<file path="src/rtl/gmii_arb_pkg.sv">
// Shared types and constants for the GMII transmit arbiter.
// Holds the arbiter FSM encoding, GMII framing bytes and the inter-frame-gap floor.
package gmii_arb_pkg;

  typedef enum logic [2:0] {
    StIdle,
    StGrant,
    StActive,
    StDrain,
    StIfg
  } arb_state_t;

  localparam logic [7:0]  GMII_PREAMBLE = 8'h55;
  localparam logic [7:0]  GMII_SFD      = 8'hD5;
  localparam int unsigned MIN_IFG       = 12;

  // Used at elaboration to reject gaps shorter than the 802.3 minimum.
  function automatic bit ifg_cycles_ok(input int unsigned ifg_cycles);
    return ifg_cycles >= MIN_IFG;
  endfunction

endpackage

</file>
<file path="src/rtl/gmii_rr_picker.sv">
// Combinational round-robin picker: first requester at or after ptr, wrapping.
// Produces a one-hot selection and a valid flag.
module gmii_rr_picker #(
  parameter int unsigned NUM_SRC = 2,
  parameter int unsigned PTR_W   = $clog2(NUM_SRC)
) (
  input  logic [NUM_SRC-1:0] req,
  input  logic [PTR_W-1:0]   ptr,
  output logic [NUM_SRC-1:0] sel,
  output logic               valid
);

  always_comb begin
    int unsigned j;
    logic [PTR_W-1:0] idx;
    sel   = '0;
    valid = 1'b0;
    j     = 0;
    idx   = '0;
    for (int unsigned i = 0; i < NUM_SRC; i++) begin
      j   = (32'(ptr) + i) % NUM_SRC;
      idx = PTR_W'(j);
      if (!valid && req[idx]) begin
        sel[idx] = 1'b1;
        valid    = 1'b1;
      end
    end
  end

endmodule

</file>
<file path="src/rtl/gmii_tx_arbiter.sv">
// Round-robin arbiter sharing the GMII transmit path between frame sources.
// Enforces IFG, revokes stalled grants and truncates runaway or link-lost frames.
module gmii_tx_arbiter
  import gmii_arb_pkg::*;
#(
  parameter int unsigned NUM_SRC     = 2,
  parameter int unsigned IFG_CYCLES  = 12,
  parameter int unsigned GNT_TIMEOUT = 64,
  parameter int unsigned MAX_FRAME   = 1530
) (
  input  logic                 gmii_clk,
  input  logic                 sys_rst,
  input  logic                 link_up,
  input  logic [NUM_SRC-1:0]   src_req,
  output logic [NUM_SRC-1:0]   src_gnt,
  input  logic [NUM_SRC*8-1:0] src_tx_data,
  input  logic [NUM_SRC-1:0]   src_tx_en,
  input  logic [NUM_SRC-1:0]   src_tx_err,
  output logic [7:0]           gmii_tx_data,
  output logic                 gmii_tx_en,
  output logic                 gmii_tx_err,
  output logic                 busy,
  output logic [15:0]          timeout_cnt,
  output logic [15:0]          trunc_cnt
);

  localparam int unsigned IdxW  = $clog2(NUM_SRC);
  localparam int unsigned WaitW = $clog2(GNT_TIMEOUT);
  localparam int unsigned ByteW = $clog2(MAX_FRAME + 1);
  localparam int unsigned IfgW  = $clog2(IFG_CYCLES);

  localparam logic [WaitW-1:0] WaitLast = WaitW'(GNT_TIMEOUT - 1);
  localparam logic [ByteW-1:0] ByteMax  = ByteW'(MAX_FRAME);
  localparam logic [IfgW-1:0]  IfgLast  = IfgW'(IFG_CYCLES - 1);
  localparam logic [IdxW-1:0]  IdxLast  = IdxW'(NUM_SRC - 1);

  if (!ifg_cycles_ok(IFG_CYCLES)) begin : g_ifg_too_small
    $error("IFG_CYCLES must be at least MIN_IFG");
  end

  arb_state_t state_q, state_d;
  logic [NUM_SRC-1:0] gnt_q, gnt_d;
  logic [IdxW-1:0]    sel_q, sel_d;
  logic [IdxW-1:0]    rr_ptr_q, rr_ptr_d;
  logic [WaitW-1:0]   wait_cnt_q, wait_cnt_d;
  logic [ByteW-1:0]   byte_cnt_q, byte_cnt_d;
  logic [IfgW-1:0]    ifg_cnt_q, ifg_cnt_d;
  logic [7:0]         tx_data_q, tx_data_d;
  logic               tx_en_q, tx_en_d;
  logic               tx_err_q, tx_err_d;
  logic               busy_q;
  logic [15:0]        timeout_cnt_q, trunc_cnt_q;
  logic               timeout_inc, trunc_inc;

  logic [NUM_SRC-1:0] pick_oh;
  logic               pick_valid;
  logic [IdxW-1:0]    pick_idx;

  logic [7:0] cur_data;
  logic       cur_en, cur_err, cur_req;

  gmii_rr_picker #(
    .NUM_SRC(NUM_SRC),
    .PTR_W  (IdxW)
  ) u_picker (
    .req  (src_req),
    .ptr  (rr_ptr_q),
    .sel  (pick_oh),
    .valid(pick_valid)
  );

  function automatic logic [IdxW-1:0] next_ptr(input logic [IdxW-1:0] idx);
    return (idx == IdxLast) ? '0 : idx + 1'b1;
  endfunction

  always_comb begin
    pick_idx = '0;
    for (int unsigned i = 0; i < NUM_SRC; i++) begin
      if (pick_oh[i]) pick_idx = IdxW'(i);
    end
  end

  // Only the selected source's lanes are ever looked at.
  assign cur_data = src_tx_data[{sel_q, 3'b000} +: 8];
  assign cur_en   = src_tx_en[sel_q];
  assign cur_err  = src_tx_err[sel_q];
  assign cur_req  = src_req[sel_q];

  always_comb begin
    state_d     = state_q;
    gnt_d       = gnt_q;
    sel_d       = sel_q;
    rr_ptr_d    = rr_ptr_q;
    wait_cnt_d  = wait_cnt_q;
    byte_cnt_d  = byte_cnt_q;
    ifg_cnt_d   = ifg_cnt_q;
    tx_data_d   = '0;
    tx_en_d     = 1'b0;
    tx_err_d    = 1'b0;
    timeout_inc = 1'b0;
    trunc_inc   = 1'b0;

    unique case (state_q)
      StIdle: begin
        if (link_up && pick_valid) begin
          gnt_d      = pick_oh;
          sel_d      = pick_idx;
          wait_cnt_d = '0;
          state_d    = StGrant;
        end
      end
      StGrant: begin
        if (!link_up) begin
          gnt_d   = '0;
          state_d = StIdle;
        end else if (cur_en) begin
          tx_data_d  = cur_data;
          tx_en_d    = 1'b1;
          tx_err_d   = cur_err;
          byte_cnt_d = ByteW'(1);
          state_d    = StActive;
        end else if (!cur_req) begin
          gnt_d    = '0;
          rr_ptr_d = next_ptr(sel_q);
          state_d  = StIdle;
        end else if (wait_cnt_q == WaitLast) begin
          gnt_d       = '0;
          rr_ptr_d    = next_ptr(sel_q);
          timeout_inc = 1'b1;
          state_d     = StIdle;
        end else begin
          wait_cnt_d = wait_cnt_q + 1'b1;
        end
      end
      StActive: begin
        if (cur_en) begin
          tx_data_d  = cur_data;
          tx_en_d    = 1'b1;
          tx_err_d   = cur_err;
          byte_cnt_d = byte_cnt_q + 1'b1;
          // Last permitted byte or lost link: poison this byte and stop.
          if (byte_cnt_d == ByteMax || !link_up) begin
            tx_err_d  = 1'b1;
            gnt_d     = '0;
            trunc_inc = 1'b1;
            state_d   = StDrain;
          end
        end else begin
          gnt_d     = '0;
          rr_ptr_d  = next_ptr(sel_q);
          ifg_cnt_d = '0;
          state_d   = StIfg;
        end
      end
      StDrain: begin
        if (!cur_en) begin
          rr_ptr_d  = next_ptr(sel_q);
          ifg_cnt_d = '0;
          state_d   = StIfg;
        end
      end
      StIfg: begin
        if (ifg_cnt_q == IfgLast) begin
          state_d = StIdle;
        end else begin
          ifg_cnt_d = ifg_cnt_q + 1'b1;
        end
      end
      default: state_d = StIdle;
    endcase
  end

  always_ff @(posedge gmii_clk or posedge sys_rst) begin
    if (sys_rst) begin
      state_q       <= StIdle;
      gnt_q         <= '0;
      sel_q         <= '0;
      rr_ptr_q      <= '0;
      wait_cnt_q    <= '0;
      byte_cnt_q    <= '0;
      ifg_cnt_q     <= '0;
      tx_data_q     <= '0;
      tx_en_q       <= 1'b0;
      tx_err_q      <= 1'b0;
      busy_q        <= 1'b0;
      timeout_cnt_q <= '0;
      trunc_cnt_q   <= '0;
    end else begin
      state_q    <= state_d;
      gnt_q      <= gnt_d;
      sel_q      <= sel_d;
      rr_ptr_q   <= rr_ptr_d;
      wait_cnt_q <= wait_cnt_d;
      byte_cnt_q <= byte_cnt_d;
      ifg_cnt_q  <= ifg_cnt_d;
      tx_data_q  <= tx_data_d;
      tx_en_q    <= tx_en_d;
      tx_err_q   <= tx_err_d;
      busy_q     <= (state_d != StIdle);
      if (timeout_inc && timeout_cnt_q != 16'hFFFF) timeout_cnt_q <= timeout_cnt_q + 16'd1;
      if (trunc_inc && trunc_cnt_q != 16'hFFFF) trunc_cnt_q <= trunc_cnt_q + 16'd1;
    end
  end

  assign src_gnt      = gnt_q;
  assign gmii_tx_data = tx_data_q;
  assign gmii_tx_en   = tx_en_q;
  assign gmii_tx_err  = tx_err_q;
  assign busy         = busy_q;
  assign timeout_cnt  = timeout_cnt_q;
  assign trunc_cnt    = trunc_cnt_q;

endmodule

</file>
<file path="config.mk">
export PLATFORM = sky130hd
export DESIGN_NAME = gmii_tx_arbiter
export DESIGN_NICKNAME = d
export VERILOG_FILES = /design/src/rtl/gmii_arb_pkg.sv /design/src/rtl/gmii_rr_picker.sv /design/src/rtl/gmii_tx_arbiter.sv
export SDC_FILE = /design/constraint.sdc
export NUM_CORES = 1
export LEC_CHECK = 0
export ABC_AREA = 1
export CAP_MARGIN = 20
export CORE_MARGIN = 3
export CORE_UTILIZATION = 48
export DETAILED_ROUTE_END_ITERATION = 10
export HOLD_SLACK_MARGIN = 0.15
export MAX_ROUTING_LAYER = met4
export PLACE_DENSITY = 0.77
export SYNTH_ARGS = -nofsm -noshare
export SYNTH_HDL_FRONTEND = slang
export SYNTH_SLANG_ARGS = --single-unit
</file>
<file path="constraint.sdc">
create_clock -name gmii_clk -period 2.5 [get_ports gmii_clk]
set_input_delay 0.75 -clock gmii_clk [delete_from_list [all_inputs] [get_ports gmii_clk]]
set_output_delay 0.75 -clock gmii_clk [all_outputs]
set_load 0.05 [all_outputs]
</file>
==> results.py, run 1 <==
metrics = {
    "route": {
        "drt_pass_1_iters": 4,
        "post-route-drc-count": 0,
        "drtIter0Drc": 166,
        "via_density_per_instance": 5.19,
        "drt-wirelength-per-cell_um": 13.2,
        "detail-route-antenna-nets": 0,
        "postRouteWirelength_mm": 9.32,
        "detailroute.via_count": 3657,
    },
    "clocking": {
        "clock_tree.root_cell": "sky130_fd_sc_hd__clkbuf_8",
        "htree_num_levels": 3,
        "clk_pin_slew_ns": 0.07,
        "tritoncts": "built",
        "post_cts_setup_bufs": 0,
        "post_cts_resize_count": 0,
        "clock-sinks": 71,
        "cts_hold_repair.buffers": 0,
        "clock_latency_at_the_later_pin_of_the_worst_skew_pair_ns": 0.35,
        "clk_path_buf_depth": 2,
        "tritoncts.num_buffers": 9,
    },
    "final_layout": {
        "final_area_um2": 5130,
        "drive_gt1_frac": 0.0879,
        "top_library_cells_by_usage_in_the_layout_fill_and_taps_aside": "sky130_fd_sc_hd__nand2_1, sky130_fd_sc_hd__dfrtp_1, sky130_fd_sc_hd__clkdlybuf4s50_1",
        "flow.area_growth_from_synthesis_pct": 29.1,
        "design.final.nets": 629,
        "fin_util": 0.651,
        "antenna_cells_inserted": 0,
        "layout.cells.most_common": "sky130_fd_sc_hd__nand2_1",
    },
    "synth": {
        "muxShareOfSynthArea": 0.00252,
        "synth_nets": 541,
        "yosys.area_share.adder": 0.0189,
        "yosys.cell_types.count": 35,
        "syn_inst": 510,
        "synth-seq-cells": 71,
        "mean_instance_size_in_the_synthesized_netlist_um2": 7.79,
        "share_of_the_synthesized_area_in_compound_gates_ao_oa_aoi_oai": 0.0661,
        "synth_edf_count": 0,
        "seq_area_frac_synth": 0.447,
        "async_set_or_reset_register_ratio_after_synthesis": 1.00,
        "post_synth_instance_area_um2": 3980,
        "post_synthesis_share_of_cell_area_spent_on_and_or_nand_and_nor_gates": 0.321,
        "synthesis.yosys.warnings": 0,
        "xor_and_xnor_fraction_of_the_mapped_netlist_area": 0.0793,
        "synth_top_family_by_area": "simple AND/OR/NAND/NOR gates",
        "ys.flop_type": "sky130_fd_sc_hd__dfrtp_1",
    },
    "timing": {
        "timing.final.max_slew_violations": 0,
        "timing.max_slew.rel_slack": 0.651,
        "achievable-frequency_ghz": 0.409,
        "final-hold-violation-count": 0,
        "worst_clock_skew_ns": 0.0102,
        "tightest_slew_ns": 0.522,
        "finalWorstPathRequiredPeriod_ns": 2.45,
        "setup_violations": 0,
        "final.hold.worst_slack_ns": 0.477,
        "setup_total_negative_slack_ns": 0,
        "final.period_utilization": 0.979,
        "grt_setup_unrepaired": "false",
    },
    "global_routing": {
        "grt_antenna_before_repair": 0,
        "grt_pass1_wl_mm": 16.1,
        "first_global_vias": 3466,
        "largest_net_degree_at_the_start_of_global_routing": 31,
        "globalRouteTotalUtil": 0.211,
        "globalRouteOverflowTotal": 0,
    },
    "setup_path": {
        "critical_path.top_delay_family": "buffers and inverters",
        "setup.worst_path.end_class": "output port",
        "cp_cell_sequence": "clkdlybuf4s50_1",
        "worst-path-max-fanout": 8,
        "critical_path_arrival_ns": 1.70,
        "critPathMaxStageDelay_ns": 0.86,
        "cpMaxStageDelayCell": "sky130_fd_sc_hd__clkdlybuf4s50_1",
        "cp.buffers_inverters": 1,
        "cp_num_cells": 1,
        "worst-r2r-cell-count": 12,
        "start_kind": "flop",
        "endpoint_required_time_on_the_critical_path_ns": 1.75,
        "worst-setup-path-type": "flop to output port",
    },
    "pwr": {
        "max-vdd-ir-drop_mv": 0.404,
        "power.share.clock": 0.250,
        "seq_power_share": 0.380,
        "fin_total_pwr_w": 0.00416,
        "powerDensity_nw_per_um2": 811,
        "power_switching_share": 0.389,
        "switching_power_w": 0.00162,
        "static-leakage-power_nw": 2.36,
        "pint_w": 0.00254,
        "comb_power_share": 0.370,
    },
    "die": {
        "initial_utilization": 0.504,
        "core-area_um2": 7890,
        "ioPinCount": 70,
        "dieArea_um2": 9410,
        "die_height_um": 97,
        "die_width_um": 97,
        "floorplan.rows": 32,
    },
    "placement": {
        "buffer_ports.inserted": 69,
        "dp_hpwl_mm": 7.02,
        "gp_congestion": 0.905,
        "placedInstanceArea_um2": 4910,
    },
    "min_path": {
        "hold_class": "flop to flop",
        "hold_depth": 2,
    },
    "run_status": {
        "outcome": "finished clean",
    },
    "flow_run": {
        "max_cap_viol_count": 0,
    },
}
## state kept, by name, summed over array words and instances, names as in the netlist, 2 cells and up
name,flops
byte_cnt_q,11
gmii_tx_data,8
ifg_cnt_q,4
src_gnt,2
state_q,3
timeout_cnt,16
trunc_cnt,16
wait_cnt_q,6
## Yosys cell counts, types with 2 or more instances
| master | number | area (um^2) |
|---|---|---|
| sky130_fd_sc_hd__a21oi_1 | 13 | 65.1 |
| sky130_fd_sc_hd__buf_2 | 5 | 25.0 |
| sky130_fd_sc_hd__buf_4 | 2 | 15.0 |
| sky130_fd_sc_hd__clkbuf_1 | 4 | 15.0 |
| sky130_fd_sc_hd__clkinv_1 | 2 | 7.51 |
| sky130_fd_sc_hd__dfrtp_1 | 71 | 1780 |
| sky130_fd_sc_hd__ha_1 | 6 | 75.1 |
| sky130_fd_sc_hd__inv_1 | 44 | 165 |
| sky130_fd_sc_hd__inv_2 | 5 | 18.8 |
| sky130_fd_sc_hd__nand2_1 | 169 | 634 |
| sky130_fd_sc_hd__nand3_1 | 25 | 125 |
| sky130_fd_sc_hd__nand3_2 | 2 | 20.0 |
| sky130_fd_sc_hd__nand4_1 | 25 | 156 |
| sky130_fd_sc_hd__nor2_1 | 37 | 139 |
| sky130_fd_sc_hd__nor2_2 | 3 | 18.8 |
| sky130_fd_sc_hd__nor2_4 | 3 | 33.8 |
| sky130_fd_sc_hd__nor3_1 | 10 | 50.1 |
| sky130_fd_sc_hd__nor3b_1 | 2 | 15.0 |
| sky130_fd_sc_hd__nor4_1 | 6 | 37.5 |
| sky130_fd_sc_hd__o21ai_0 | 17 | 85.1 |
| sky130_fd_sc_hd__o21ai_1 | 5 | 25.0 |
| sky130_fd_sc_hd__o22ai_1 | 4 | 25.0 |
| sky130_fd_sc_hd__o31ai_1 | 4 | 30.0 |
| sky130_fd_sc_hd__xnor2_1 | 14 | 123 |
| sky130_fd_sc_hd__xor2_1 | 22 | 193 |
## final cells by class
type,count,area [um^2]
Multi-Input combinational cell,376,1940
Sequential cell,71,1780
Clock inverter,3,65.1
Inverter,51,195
Timing Repair Buffer,89,868
Clock buffer,13,159
Tap cell,102,128
Fill cell,678,2760
## metrics by stage
stage,cells,setup WS [ns]
finish,705,0.0537
global route,705,0.0214
CTS,705,0.0283
detailed placement,689,-0.0437
global placement,689,0.0238
floorplan,510,0.380
## routing by layer
metal / part of all wire / GRT usage / vias up
met3: 0.030 / 0.0310 / 9
met2: 0.52 / 0.353 / 65
met5: 0 / - / -
li1: - / - / 1831
met4: 0.011 / 0.0810 / 0
met1: 0.44 / 0.259 / 1752
## power groups by stage
stage	sequential, W	combinational [W]	clock [W]
floorplan	0.00179	0.000796	0
detailed placement	0.00160	0.00154	0
CTS	0.00158	0.00154	0.00105
global placement	0.00159	0.00148	0
finish	0.00158	0.00154	0.00104
global route	0.00161	0.00172	0.00110
## logic make-up after synthesis
| family | Yosys count |
|---|---|
| and+or+nand+nor | 286 |
| xor gates and xnor gates | 36 |
| DFF | 71 |
| buffers and inverters | 63 |
| AOI/OAI and AO/OA | 47 |
| adders and majority gates | 6 |
| muxes | 1 |
## path summary, 6_finish.rpt
check / from / slack (ns) / to
min in group asynchronous: sys_rst / 0.76 / timeout_cnt[14]
hold reg to reg: src_gnt[1] / 0.48 / src_gnt[1]
setup reg to reg: byte_cnt_q[0] / 0.30 / trunc_cnt[9]
hold / removal: src_gnt[1] / 0.48 / src_gnt[1]
max in group asynchronous: sys_rst / 1.24 / src_gnt[0]
setup / recovery: trunc_cnt[0] / 0.05 / trunc_cnt[0]
## worst register-to-register path, cell delays in order, from the launching register on
cell and delay (ns):
sky130_fd_sc_hd__dfrtp_1 0.44, sky130_fd_sc_hd__ha_1 0.31, sky130_fd_sc_hd__nand3_1 0.16, sky130_fd_sc_hd__clkinv_1 0.10, sky130_fd_sc_hd__nand2_1 0.05, sky130_fd_sc_hd__nand2_1 0.07
sky130_fd_sc_hd__nand3_1 0.10, sky130_fd_sc_hd__nor2_2 0.13, sky130_fd_sc_hd__nand3_2 0.12, sky130_fd_sc_hd__nand2_4 0.21, sky130_fd_sc_hd__nand3_4 0.23, sky130_fd_sc_hd__nand2_1 0.12
sky130_fd_sc_hd__nand2_1 0.06
(Power assumes the default switching activity.)
==> run 2, diff against run 1 <==
CAP_MARGIN = 15   (was 20)
==> results of run 2 <==
No change in the layout: final DEF, timing and power equal those of run 1.
